[config.mk]
export PLATFORM = sky130hd
export DESIGN_NAME = prienc_scan
export DESIGN_NICKNAME = d
export VERILOG_FILES = /design/src/rtl/prienc_pkg.sv /design/src/rtl/bcd7seg.sv /design/src/rtl/prienc_scan.sv
export SDC_FILE = /design/constraint.sdc
export NUM_CORES = 1
export LEC_CHECK = 0
export CAP_MARGIN = 15
export CORE_ASPECT_RATIO = 2
export CORE_UTILIZATION = 45
export CTS_CLUSTER_DIAMETER = 40
export DETAILED_ROUTE_END_ITERATION = 10
export PLACE_DENSITY = 0.74
export SYNTH_ARGS = -nofsm -noshare
export SYNTH_HDL_FRONTEND = slang
export SYNTH_SLANG_ARGS = --single-unit
[constraint.sdc]
create_clock -name clk -period 2 [get_ports clk]
set_input_delay 0.4 -clock clk [delete_from_list [all_inputs] [get_ports clk]]
set_output_delay 0.4 -clock clk [all_outputs]
set_load 0.02 [all_outputs]
[src/rtl/prienc_pkg.sv]
// Shared constants and width derivations for the prienc_scan priority encoder
// and its seven-segment display scanner.
package prienc_pkg;

    localparam int SEG_W = 8;

    // Segment pattern for hex digit 0; the display register resets to this.
    localparam logic [SEG_W-1:0] SEG_ZERO = 8'h3F;

    function automatic int idx_width(input int in_w);
        return $clog2(in_w);
    endfunction

    function automatic int digit_count(input int in_w);
        return (idx_width(in_w) + 3) / 4;
    endfunction

endpackage

[src/rtl/bcd7seg.sv]
// Hex nibble to seven-segment decoder; pattern is {dp,g,f,e,d,c,b,a}, active-high.
module bcd7seg
    import prienc_pkg::*;
(
    input  logic [3:0]       nibble_i,
    output logic [SEG_W-1:0] seg_o
);

    // NOTE: the default arm assigns on every path, so no latch is inferred.
    always_comb begin
        case (nibble_i)
            4'h0:    seg_o = 8'h3F;
            4'h1:    seg_o = 8'h06;
            4'h2:    seg_o = 8'h5B;
            4'h3:    seg_o = 8'h4F;
            4'h4:    seg_o = 8'h66;
            4'h5:    seg_o = 8'h6D;
            4'h6:    seg_o = 8'h7D;
            4'h7:    seg_o = 8'h07;
            4'h8:    seg_o = 8'h7F;
            4'h9:    seg_o = 8'h6F;
            4'hA:    seg_o = 8'h77;
            4'hB:    seg_o = 8'h7C;
            4'hC:    seg_o = 8'h39;
            4'hD:    seg_o = 8'h5E;
            4'hE:    seg_o = 8'h79;
            default: seg_o = 8'h71;
        endcase
    end

endmodule

[src/rtl/prienc_scan.sv]
// Registered priority encoder with a multiplexed hex display of the result.
// Define PRIENC_SCAN_LATCH_EN to make a valid result sticky until clr or reset.
module prienc_scan
    import prienc_pkg::*;
#(
    parameter  int IN_W     = 16,
    parameter  int SCAN_DIV = 50000,
    localparam int IDX_W    = idx_width(IN_W),
    localparam int DIGITS   = digit_count(IN_W)
) (
    input  logic              clk,
    input  logic              rst_n,
    input  logic [IN_W-1:0]   req_i,
    input  logic              en,
    input  logic              clr,
    output logic              indicator,
    output logic [IDX_W-1:0]  idx_o,
    output logic [SEG_W-1:0]  seg_o,
    output logic [DIGITS-1:0] an_o
);

    localparam int CNT_W = $clog2(SCAN_DIV);
    localparam int PTR_W = (DIGITS > 1) ? $clog2(DIGITS) : 1;
    localparam int EXT_W = 4 * DIGITS;

`ifdef PRIENC_SCAN_LATCH_EN
    localparam bit STICKY = 1'b1;
`else
    localparam bit STICKY = 1'b0;
`endif

    logic [IDX_W-1:0]  idx_q, idx_d, enc_idx;
    logic              ind_q, ind_d, req_any;
    logic [CNT_W-1:0]  cnt_q, cnt_d;
    logic [PTR_W-1:0]  ptr_q, ptr_d;
    logic [DIGITS-1:0] an_q, an_d;
    logic [SEG_W-1:0]  seg_q, seg_d;
    logic [EXT_W-1:0]  idx_ext;
    logic [3:0]        nibble;
    logic              wrap;

    // Later iterations overwrite earlier ones, so the highest set bit wins.
    always_comb begin
        enc_idx = '0;
        for (int i = 0; i < IN_W; i++) begin
            if (req_i[i]) enc_idx = IDX_W'(i);
        end
    end

    assign req_any = |req_i;

    always_comb begin
        idx_d = idx_q;
        ind_d = ind_q;
        if (clr) begin
            idx_d = '0;
            ind_d = 1'b0;
        end else if (en && !(STICKY && ind_q)) begin
            idx_d = enc_idx;
            ind_d = req_any;
        end
    end

    always_comb begin
        wrap  = (cnt_q == CNT_W'(SCAN_DIV - 1));
        cnt_d = wrap ? '0 : cnt_q + CNT_W'(1);
        ptr_d = ptr_q;
        if (wrap) ptr_d = (ptr_q == PTR_W'(DIGITS - 1)) ? '0 : ptr_q + PTR_W'(1);
    end

    // Digit select and pattern are built from next-state values so the
    // display registers always agree with the registered index and pointer.
    always_comb begin
        idx_ext = EXT_W'(idx_d);
        nibble  = '0;
        an_d    = '0;
        for (int d = 0; d < DIGITS; d++) begin
            if (ptr_d == PTR_W'(d)) begin
                nibble  = idx_ext[4*d +: 4];
                an_d[d] = 1'b1;
            end
        end
    end

    bcd7seg u_bcd7seg (
        .nibble_i (nibble),
        .seg_o    (seg_d)
    );

    // NOTE: sequential state uses non-blocking assignments so every register
    // samples pre-edge values regardless of statement order.
    always_ff @(posedge clk or negedge rst_n) begin
        if (!rst_n) begin
            idx_q <= '0;
            ind_q <= 1'b0;
            cnt_q <= '0;
            ptr_q <= '0;
            an_q  <= DIGITS'(1);
            seg_q <= SEG_ZERO;
        end else begin
            idx_q <= idx_d;
            ind_q <= ind_d;
            cnt_q <= cnt_d;
            ptr_q <= ptr_d;
            an_q  <= an_d;
            seg_q <= seg_d;
        end
    end

    assign idx_o     = idx_q;
    assign indicator = ind_q;
    assign an_o      = an_q;
    assign seg_o     = seg_q;

endmodule

[Yosys cells after proc, flatten, opt, wreduce, memory -nomap -nowiden]
Memory sizes are Yosys's and may differ from the RTL's. A register that Yosys moved wholly into a read port is not among the register bits.
Cells that the tools add are included.
Cells by class
  $add $sub $neg: 2
  reduce and logical (&&, ||, !) cells: 3
  mux-type cells: 24
  eq/ne operators: 1
Operators by type and width (count)
  2-to-1 mux 4 bit: 15
  adder 16 x 1 -> 16 bit, second input constant: 1
  equality test 16 bit, second input constant: 1
  2-to-1 mux 16 bit: 1
  OR reduction 16 bit: 1
  2-to-1 mux 1 bit: 6
  2-to-1 mux 2 bit: 2
  nonzero test 2 bit: 1
  adder 1 bit, second input constant: 1
  zero test 1 bit: 1
Storage, ports and cells
  logic and storage cells: 37
  input bits: 20
  memories kept: 1
  bits in read-only memories: 112
  output and inout bits: 14
  register bits: 31
Memories
  (name not given): words 16, bits a word 7, rd ports 1, clocked after memory_dff 1, write ports 0, line bcd7seg.sv:11  | case (nibble_i)

[Logic depth before layout (Yosys ltp)]
Gate-level depths: netlist of the first run.
  word-level depth: 18
  mapped depth: 12
  depth with buffers taken out: 12

[Modules after synthesis]
From an unflattened synthesis of the first run, not the netlist that was laid out.
Unflattened totals
  cell total of the unflattened synthesis: 160
  area total of the unflattened synthesis: 1671.6 µm²
By module, submodules not included
  prienc_scan: area an instance 1372.6 µm², cells each 125, times used 1
  bcd7seg: area an instance 299.0 µm², cells each 35, times used 1

[Worst setup path after synthesis of the first run]
No wires, ideal clock.
  kind: input to register
  start: input req_i[12]
  end: register seg_q[3], in the netlist seg_o[3]
  stages: 8
  path slack: -214 ps
  data required time: 1906 ps
  setup time: 94 ps
  arrival: 2121 ps
  path buffers: 0
  cell sequence: nor2_1 > o311ai_1 > a311oi_1 > nand2_1 > inv_1 > ha_1 > inv_1 > mux4_2
Between the ends
  cells in the longest elaborated chain, start to end: 7
RTL lines
  start: declaration: line prienc_scan.sv:13  | input logic [IN_W-1:0] req_i,
  2-to-1 mux 4 bit (4 in series): line prienc_scan.sv:46  | if (req_i[i]) enc_idx = IDX_W'(i);
  2-to-1 mux 4 bit: line prienc_scan.sv:58  | end else if (en && !(STICKY && ind_q)) begin
  2-to-1 mux 4 bit: line prienc_scan.sv:55  | if (clr) begin
  net idx_d[1]: line prienc_scan.sv:32  | logic [IDX_W-1:0] idx_q, idx_d, enc_idx;
  2-to-1 mux 4 bit: line prienc_scan.sv:78  | if (ptr_d == PTR_W'(d)) begin
  end: declaration: line prienc_scan.sv:37  | logic [SEG_W-1:0] seg_q, seg_d;
The timed path passes the listed nets, and every way through them passes these cells.
A chain may end at the register's enable or synchronous reset.

[Worst setup path in the final report of the first run]
  start: input req_i[2]
  end: register seg_q[3], in the netlist seg_o[3]
Between the ends
  cells in the longest elaborated chain, start to end: 17
RTL lines (line)
  2-to-1 mux 2 bit (2 in series): prienc_scan.sv:46
  2-to-1 mux 4 bit (12 in series): prienc_scan.sv:46
  2-to-1 mux 4 bit: prienc_scan.sv:58
  2-to-1 mux 4 bit: prienc_scan.sv:55
  net idx_d[1]: prienc_scan.sv:32
  2-to-1 mux 4 bit: prienc_scan.sv:78
The timed path passes the listed nets, and every way through them passes these cells.

==> summary.txt, run 1 <==
Clocking
  • Clock Latency Late Sink: 280 ps
  • Clk buf depth: 2
  • CTS tree: done
  • # hold bufs at CTS: 0
  • Clock Sinks: 30
  • H-tree Lvls: 2
  • Clock slew at reported path FFs: 60 ps
  • CTS Buf Count: 5
  • CTS Root Cell: clkbuf_8

STA
  • Crit path time final: 2140 ps
  • Slack of the critical path: -141 ps
  • Final Cycle Share: 107%
  • RSZ-0062 raised after global routing: true
  • Fmax: 467 MHz
  • Setup Skew: 8.81 ps
  • Slew Limit Fails: 0
  • Final hold slack: 502 ps
  • Setup Viol. Count Final: 5
  • Fin. Hold Viols: 0

Pwr
  • Power share of the combinational group: 24.3%
  • Sequential Power Share: 42.9%
  • P_int: 1.10 mW
  • Sw frac: 27.3%
  • Maximum VDD drop: 0.415 mV
  • Power after layout: 1.52 mW
  • Pwr/cell area: 565 nW/µm²
  • Clock power share: 32.8%
  • Psw: 0.415 mW
  • Leak: 1.18 nW

Die
  • Die area: 3990 µm²
  • I/O Pins: 34
  • DIE HEIGHT: 88.4 µm
  • Initial Util: 46.5%
  • Die width: 45.2 µm
  • Core Area: 3610 µm²
  • Rows: 31

Global routing
  • Initial antenna violation count: 0
  • First-pass GRT wire length: 7130 µm
  • Vias in the first global route: 1,686
  • GRT Util Overall: 25.1%
  • Largest net degree at the start of global routing: 31
  • Congestion Overflow GR: 0

Logic synthesis
  • FF+latch count, synth: 30
  • Cell Area, Synth: 1680 µm²
  • Sequential fraction of the synthesis area: 45.3%
  • Synth async-reset ratio: 100%
  • Main synth FF type: dfrtp_1
  • Main combinational cell family by area after synthesis: simple AND/OR/NAND/NOR gates
  • Post-synthesis adder-cell area fraction: 5.97%
  • Xor and xnor area share after synthesis: 6.79%
  • Mean Syn Cell Area: 9.99 µm²
  • Post-synthesis mux area share: 2.01%
  • Compound-Gate Fraction of Synth Area: 12.0%
  • Syn Inst Count: 168
  • Yosys cell types: 48
  • Number of flops mapped to enable cells by yosys: 0
  • Simple-Gate Fraction of Synth Area: 24.1%
  • Synth Net Count: 196
  • Synth warn: 0

Critical path
  • Setup crit end kind: register
  • Worst Path Arrival: 2340 ps
  • Critical path class: input pin to register
  • FF-to-FF setup slack: -130 ps
  • CP bufs+invs: 3
  • Cell Chain, Critical Path: clkdlybuf4s15_1 -> nor2_2 -> nor3_1 -> o311ai_1 -> a311oi_2 -> nand2_4 -> inv_4 -> ha_4 -> inv_1 -> mux4_2
  • Crit path max-delay cell type: mux4_2
  • R2R Path Start: cnt_q[12]$_DFF_PN0_
  • CP startpoint kind: input pin
  • Family with the most delay on the worst path: compound AO/OA/AOI/OAI gates
  • R2r worst-path depth: 7
  • Worst r2r dst: seg_o[3]$_DFF_PN1_
  • Critical Path RT: 2200 ps
  • Crit Path Max Fanout: 5
  • Slowest Stage Delay on Critical Path: 450 ps

Drt
  • Metal2 WL: 2690 µm
  • Drt pass-1 iters: 4
  • Vias: 1,607
  • Avg WL per Cell: 15.1 µm
  • Vias per cell: 5.29
  • Top Layer Used: met4
  • Post-route ant nets: 0
  • Wirelength, routed: 4600 µm
  • Remaining DRCs: 0
  • WL met3: 167 µm
  • M1 WL: 1470 µm
  • Initial DRC Count: 22

Outcome
  • Failing checks: negative setup slack
  • Run status: finished, violations left

Finish
  • Commonest non-fill, non-tap cell in the layout: buf_4
  • Commonest non-fill, non-tap cells in the layout: buf_4, dfrtp_1, nor2_1
  • Multi-input logic area: 1040 µm²
  • Layout Area Growth over Synthesis: 60.1%
  • Net count reported at finish: 282
  • Filler cells: 249
  • # diodes: 0
  • Share of cells above drive strength 1: 41.6%
  • Register area: 759 µm²

Placement
  • PortBufs: 32
  • Hpwl dp: 3440 µm
  • Final GP Congestion: 0.893

Worst hold path
  • Worst min-delay path category: input pin to async pin

Run
  • Max-cap violations: 0
-- timing repair --
item / in CTS / in global routing
setup endpoints to repair: 7 / 7
buffers inserted: 4 / 4
gates resized for setup: 45 / 10
pin swaps: 18 / 15
-- cell usage after synthesis, types with 2 or more instances --
master,n,area share (%)
a21oi_1,3,0.89
o21bai_1,2,0.89
nand2_2,2,0.75
clkbuf_1,2,0.45
nor2b_1,2,0.75
xor2_1,7,3.7
dfrtp_1,23,34
o311ai_1,2,1.0
o21ai_1,4,1.2
inv_1,7,1.6
nor3_1,6,1.8
dfstp_2,7,11
and2_1,3,1.1
xnor2_1,6,3.1
inv_2,3,0.67
and3_1,2,0.75
nand3_1,9,2.7
o21ai_0,4,1.2
ha_1,8,6.0
nor2_1,24,5.4
nand4_1,4,1.5
nand2_1,12,2.7
-- metrics by stage --
stage	cell area [µm²]	worst slack, ps	setup TNS, ps	cells	utilization, %
2_1_floorplan	1700	-58.2	-58.2	168	-
3_3_place_gp	2390	-693	-4350	289	66.2
3_5_place_dp	2390	-782	-4960	289	66.2
4_1_cts	2620	-96.1	-308	301	72.7
5_1_grt	2690	-209	-878	304	74.5
6_report	2690	-141	-345	304	74.5
-- power groups by stage --
stage	Combinational, mW	Clock, mW	Sequential, mW
6_report	0.369	0.498	0.652
5_1_grt	0.392	0.531	0.655
4_1_cts	0.349	0.503	0.652
3_5_place_dp	0.320	0	0.662
3_3_place_gp	0.308	0	0.662
2_1_floorplan	0.107	0	0.694
-- layout make-up --
cell class	count	share of cell area, %
flip-flops and latches	30	28.3
inverters	11	1.91
clock inverters	1	0.186
multi-input cells	124	38.8
well taps	49	2.28
repair buffers	82	25.3
clock buffers	7	3.21
-- worst reg2reg max path, delay by kind of cell (launching register included) --
| kind | cells | cell delay, ps |
|---|---|---|
| adders and majority gates | 1 | 210 |
| muxes | 1 | 460 |
| and+or+nand+nor | 4 | 940 |
| DFF | 1 | 390 |
| buffers and inverters | 1 | 50 |
-- how the worst max path moves through the flow --
stage | start | end | slack (ps) | depth (start not counted)
floorplan | req_i[4] | seg_o[3]$_DFF_PN1_ | -60 | 6
finish | req_i[2] | seg_o[3]$_DFF_PN1_ | -140 | 10
global route | req_i[2] | seg_o[3]$_DFF_PN1_ | -210 | 10
CTS | cnt_q[13]$_DFF_PN0_ | seg_o[3]$_DFF_PN1_ | -100 | 8
global placement | req_i[9] | seg_o[0]$_DFF_PN1_ | -690 | 10
detailed placement | req_i[3] | seg_o[0]$_DFF_PN1_ | -780 | 9
-- cells by family (layout without fill, tap and decap cells) --
group                    count (synthesis)  after routing
AO/OA/AOI/OAI                           25             25
multiplexers                             2              2
other                                    1              1
buffers and inverters                   14            101
XOR/XNOR                                13             13
AND/OR/NAND/NOR                         75             75
adder cells (fa/ha/maj)                  8              8
flip-flops                              30             30
-- metal layers --
metal / track usage, % / vias to the layer above
li1: - / 753
met1: 22.3 / 773
met2: 46.8 / 60
met3: 4.90 / 21
met4: 17.9 / 0
met5: 0 / -
-- flip-flops by register name (all words and copies together) (netlist names) --
signal	flops
an_o	1
cnt_q	16
idx_o	4
indicator	1
ptr_q	1
seg_o	7
Note: power is estimated with default switching activity, not from simulation.
==> run 2, diff against run 1 <==
--- a/config.mk
+++ b/config.mk
@@ -11,6 +11,8 @@
 export CTS_CLUSTER_DIAMETER = 40
 export DETAILED_ROUTE_END_ITERATION = 10
 export PLACE_DENSITY = 0.74
+export RECOVER_POWER = 100
+export REMOVE_ABC_BUFFERS = 1
 export SYNTH_ARGS = -nofsm -noshare
 export SYNTH_HDL_FRONTEND = slang
 export SYNTH_SLANG_ARGS = --single-unit
==> summary.txt, run 2 (synthesis results as in run 1) <==
Worst hold path
  • Worst hold start: cnt_q[10]$_DFF_PN0_
  • Worst min-delay path category: register to register (was input pin to async pin)
  • Hold Path Cell Cnt: 2
  • Hold EP: cnt_q[10]$_DFF_PN0_

STA
  • Final Cycle Share: 109% (was 107%)
  • Final hold slack: 550 ps (was 502 ps)
  • Worst-margin pin slew: 731 ps
  • Max_slew headroom: 51.3%
  • Crit path time final: 2180 ps (was 2140 ps)
  • Fmax: 460 MHz (was 467 MHz)
  • Setup Skew: 2.11 ps (was 8.81 ps)
  • Slew Limit Fails: 0 (unchanged)
  • Fin. Hold Viols: 0 (unchanged)
  • Setup Viol. Count Final: 6 (was 5)
  • Slack of the critical path: -176 ps (was -141 ps)
  • RSZ-0062 raised after global routing: true (unchanged)
  • Final setup TNS: -630 ps (was -345 ps)

Drt
  • Remaining DRCs: 0 (unchanged)
  • Avg WL per Cell: 16.5 µm (was 15.1 µm)
  • Vias: 1,662 (was 1,607)
  • Wirelength, routed: 5100 µm (was 4600 µm)
  • Vias per cell: 5.40 (was 5.29)
  • Initial DRC Count: 23 (was 22)
  • Drt pass-1 iters: 4 (unchanged)
  • Post-route ant nets: 0 (unchanged)

Clocking
  • CTS Root Cell: clkbuf_8 (unchanged)
  • CTS Buf Count: 5 (unchanged)
  • Clock Sinks: 30 (unchanged)
  • Clk buf depth: 2 (unchanged)
  • CTS tree: done (unchanged)
  • Clock slew at reported path FFs: 60 ps (about the same)
  • Clock Latency Late Sink: 280 ps (about the same)
  • H-tree Lvls: 2 (unchanged)

Die
  • Die width: 45.2 µm (unchanged)
  • DIE HEIGHT: 88.4 µm (unchanged)
  • Initial Util: 46.5% (unchanged)
  • Core Area: 3610 µm² (unchanged)
  • Rows: 31 (unchanged)
  • I/O Pins: 34 (unchanged)
  • Die area: 3990 µm² (unchanged)

Finish
  • Layout Area Growth over Synthesis: 61.3% (was 60.1%)
  • Top reg by flops: cnt_q (unchanged)
  • Commonest non-fill, non-tap cell in the layout: buf_4 (unchanged)
  • Commonest non-fill, non-tap cells in the layout: buf_4, dfrtp_1, nor2_1 (unchanged)
  • Filler cells: 261 (was 249)
  • Max reg flops: 16 (unchanged)
  • Net count reported at finish: 286 (was 282)
  • Share of cells above drive strength 1: 42.5% (was 41.6%)
  • # diodes: 0 (unchanged)

Critical path
  • Cell Chain, Critical Path: nor4bb_4 -> nand4_1 -> nand2_2 -> and2_4 -> inv_4 -> ha_4 -> mux4_2 (was clkdlybuf4s15_1 -> nor2_2 -> nor3_1 -> o311ai_1 -> a311oi_2 -> nand2_4 -> inv_4 -> ha_4 -> inv_1 -> mux4_2)
  • Crit Path Max Fanout: 4 (was 5)
  • Critical Path RT: 2200 ps (about the same)
  • Worst Path Arrival: 2370 ps (was 2340 ps)
  • Setup crit end kind: register (unchanged)
  • CP bufs+invs: 1 (was 3)
  • FF-to-FF setup slack: -180 ps (was -130 ps)
  • CP startpoint kind: register (was input pin)
  • Worst r2r dst: seg_o[3]$_DFF_PN1_ (unchanged)
  • Slowest Stage Delay on Critical Path: 470 ps (was 450 ps)
  • Critical path class: register to register (was input pin to register)
  • Crit path max-delay cell type: mux4_2 (unchanged)
  • Family with the most delay on the worst path: simple AND/OR/NAND/NOR gates (was compound AO/OA/AOI/OAI gates)
  • R2r worst-path depth: 7 (unchanged)
  • R2R Path Start: cnt_q[13]$_DFF_PN0_ (was cnt_q[12]$_DFF_PN0_)

Placement
  • PortBufs: 32 (unchanged)
  • Final GP Congestion: 0.826 (was 0.893)
  • Hpwl dp: 3530 µm (was 3440 µm)

Global routing
  • Congestion Overflow GR: 0 (unchanged)
  • First-pass GRT wire length: 7600 µm (was 7130 µm)
  • Vias in the first global route: 1,805 (was 1,686)
  • GRT Util Overall: 26.9% (was 25.1%)
  • Initial antenna violation count: 0 (unchanged)
  • Largest net degree at the start of global routing: 31 (unchanged)

Outcome
  • Failing checks: negative setup slack (unchanged)
  • Run status: finished, violations left (unchanged)

Pwr
  • Maximum VDD drop: 0.389 mV (was 0.415 mV)
  • Leak: 1.21 nW (was 1.18 nW)
  • Power after layout: 1.53 mW (was 1.52 mW)
  • Pwr/cell area: 564 nW/µm² (was 565 nW/µm²)

Run
  • Max-cap violations: 0 (unchanged)
==> run 2: cell types whose count changed in the layout (fill, tap and decap cells not counted), sizes merged <==
cell,before,now
clkbuf,7,9
dlymetal6s2s,0,1
dlygate4sd3,0,1
dlygate4sd2,12,10
buf,50,52
==> run 2: layer usage <==
layer  up-vias  global-route usage (%)  wire length [µm]
met3        28                    4.29               164
met5         -                       0                 0
li1        763                       -                 -
met4         0                    17.9               286
met2        68                    53.5              3140
met1       803                    21.7              1500
==> run 2: power by group <==
part	total [mW]	switching, mW	internal [mW]
registers	0.653	0.0108	0.642
clock network	0.501	0.223	0.277
logic	0.372	0.183	0.189
==> run 2: cell type report <==
type / instances / area, µm² / share of cell area [%]
Sequential cell: 30 / 759 / 28.1
Multi-Input combinational cell: 124 / 1030 / 38.0
Tap cell: 49 / 61.3 / 2.27
Clock inverter: 1 / 5.00 / 0.185
Inverter: 11 / 51.3 / 1.90
Clock buffer: 7 / 86.3 / 3.19
Timing Repair Buffer: 86 / 713 / 26.4
==> run 2: worst max-delay path by stage <==
stage	cells past startpoint	slack [ps]	end	startpoint
2_1_floorplan	8	-210	seg_o[3]$_DFF_PN1_	req_i[12]
3_3_place_gp	10	-690	seg_o[3]$_DFF_PN1_	req_i[3]
3_5_place_dp	9	-780	seg_o[3]$_DFF_PN1_	req_i[5]
4_1_cts	7	-100	seg_o[3]$_DFF_PN1_	cnt_q[12]$_DFF_PN0_
5_1_grt	7	-240	seg_o[3]$_DFF_PN1_	cnt_q[13]$_DFF_PN0_
6_report	7	-180	seg_o[3]$_DFF_PN1_	cnt_q[13]$_DFF_PN0_
==> run 2: worst reg2reg max path: stages, from the launching register on <==
cell and delay [ps]:
dfrtp_1 420, nor4bb_4 360, nand4_1 200, nand2_2 170, and2_4 210, inv_4 50, ha_4 210, mux4_2 470
==> run 2: through the flow <==
stage          std cells  cell area, µm²  util [%]  setup WS [ps]
4_1_cts              305            2650      73.4          -99.6
2_1_floorplan        165            1660         -           -214
6_report             308            2710      75.0           -176
5_1_grt              308            2710      75.0           -242
3_3_place_gp         291            2380      66.0           -685
3_5_place_dp         291            2380      66.0           -775
==> run 2: repair_timing <==
action,CTS,global route
pin swaps,14,14
buffers inserted,6,3
hold endpoints to repair,0,0
gates cloned,0,0
hold buffers,0,0
endpoints found under the setup margin,7,7
gates resized for setup,47,13
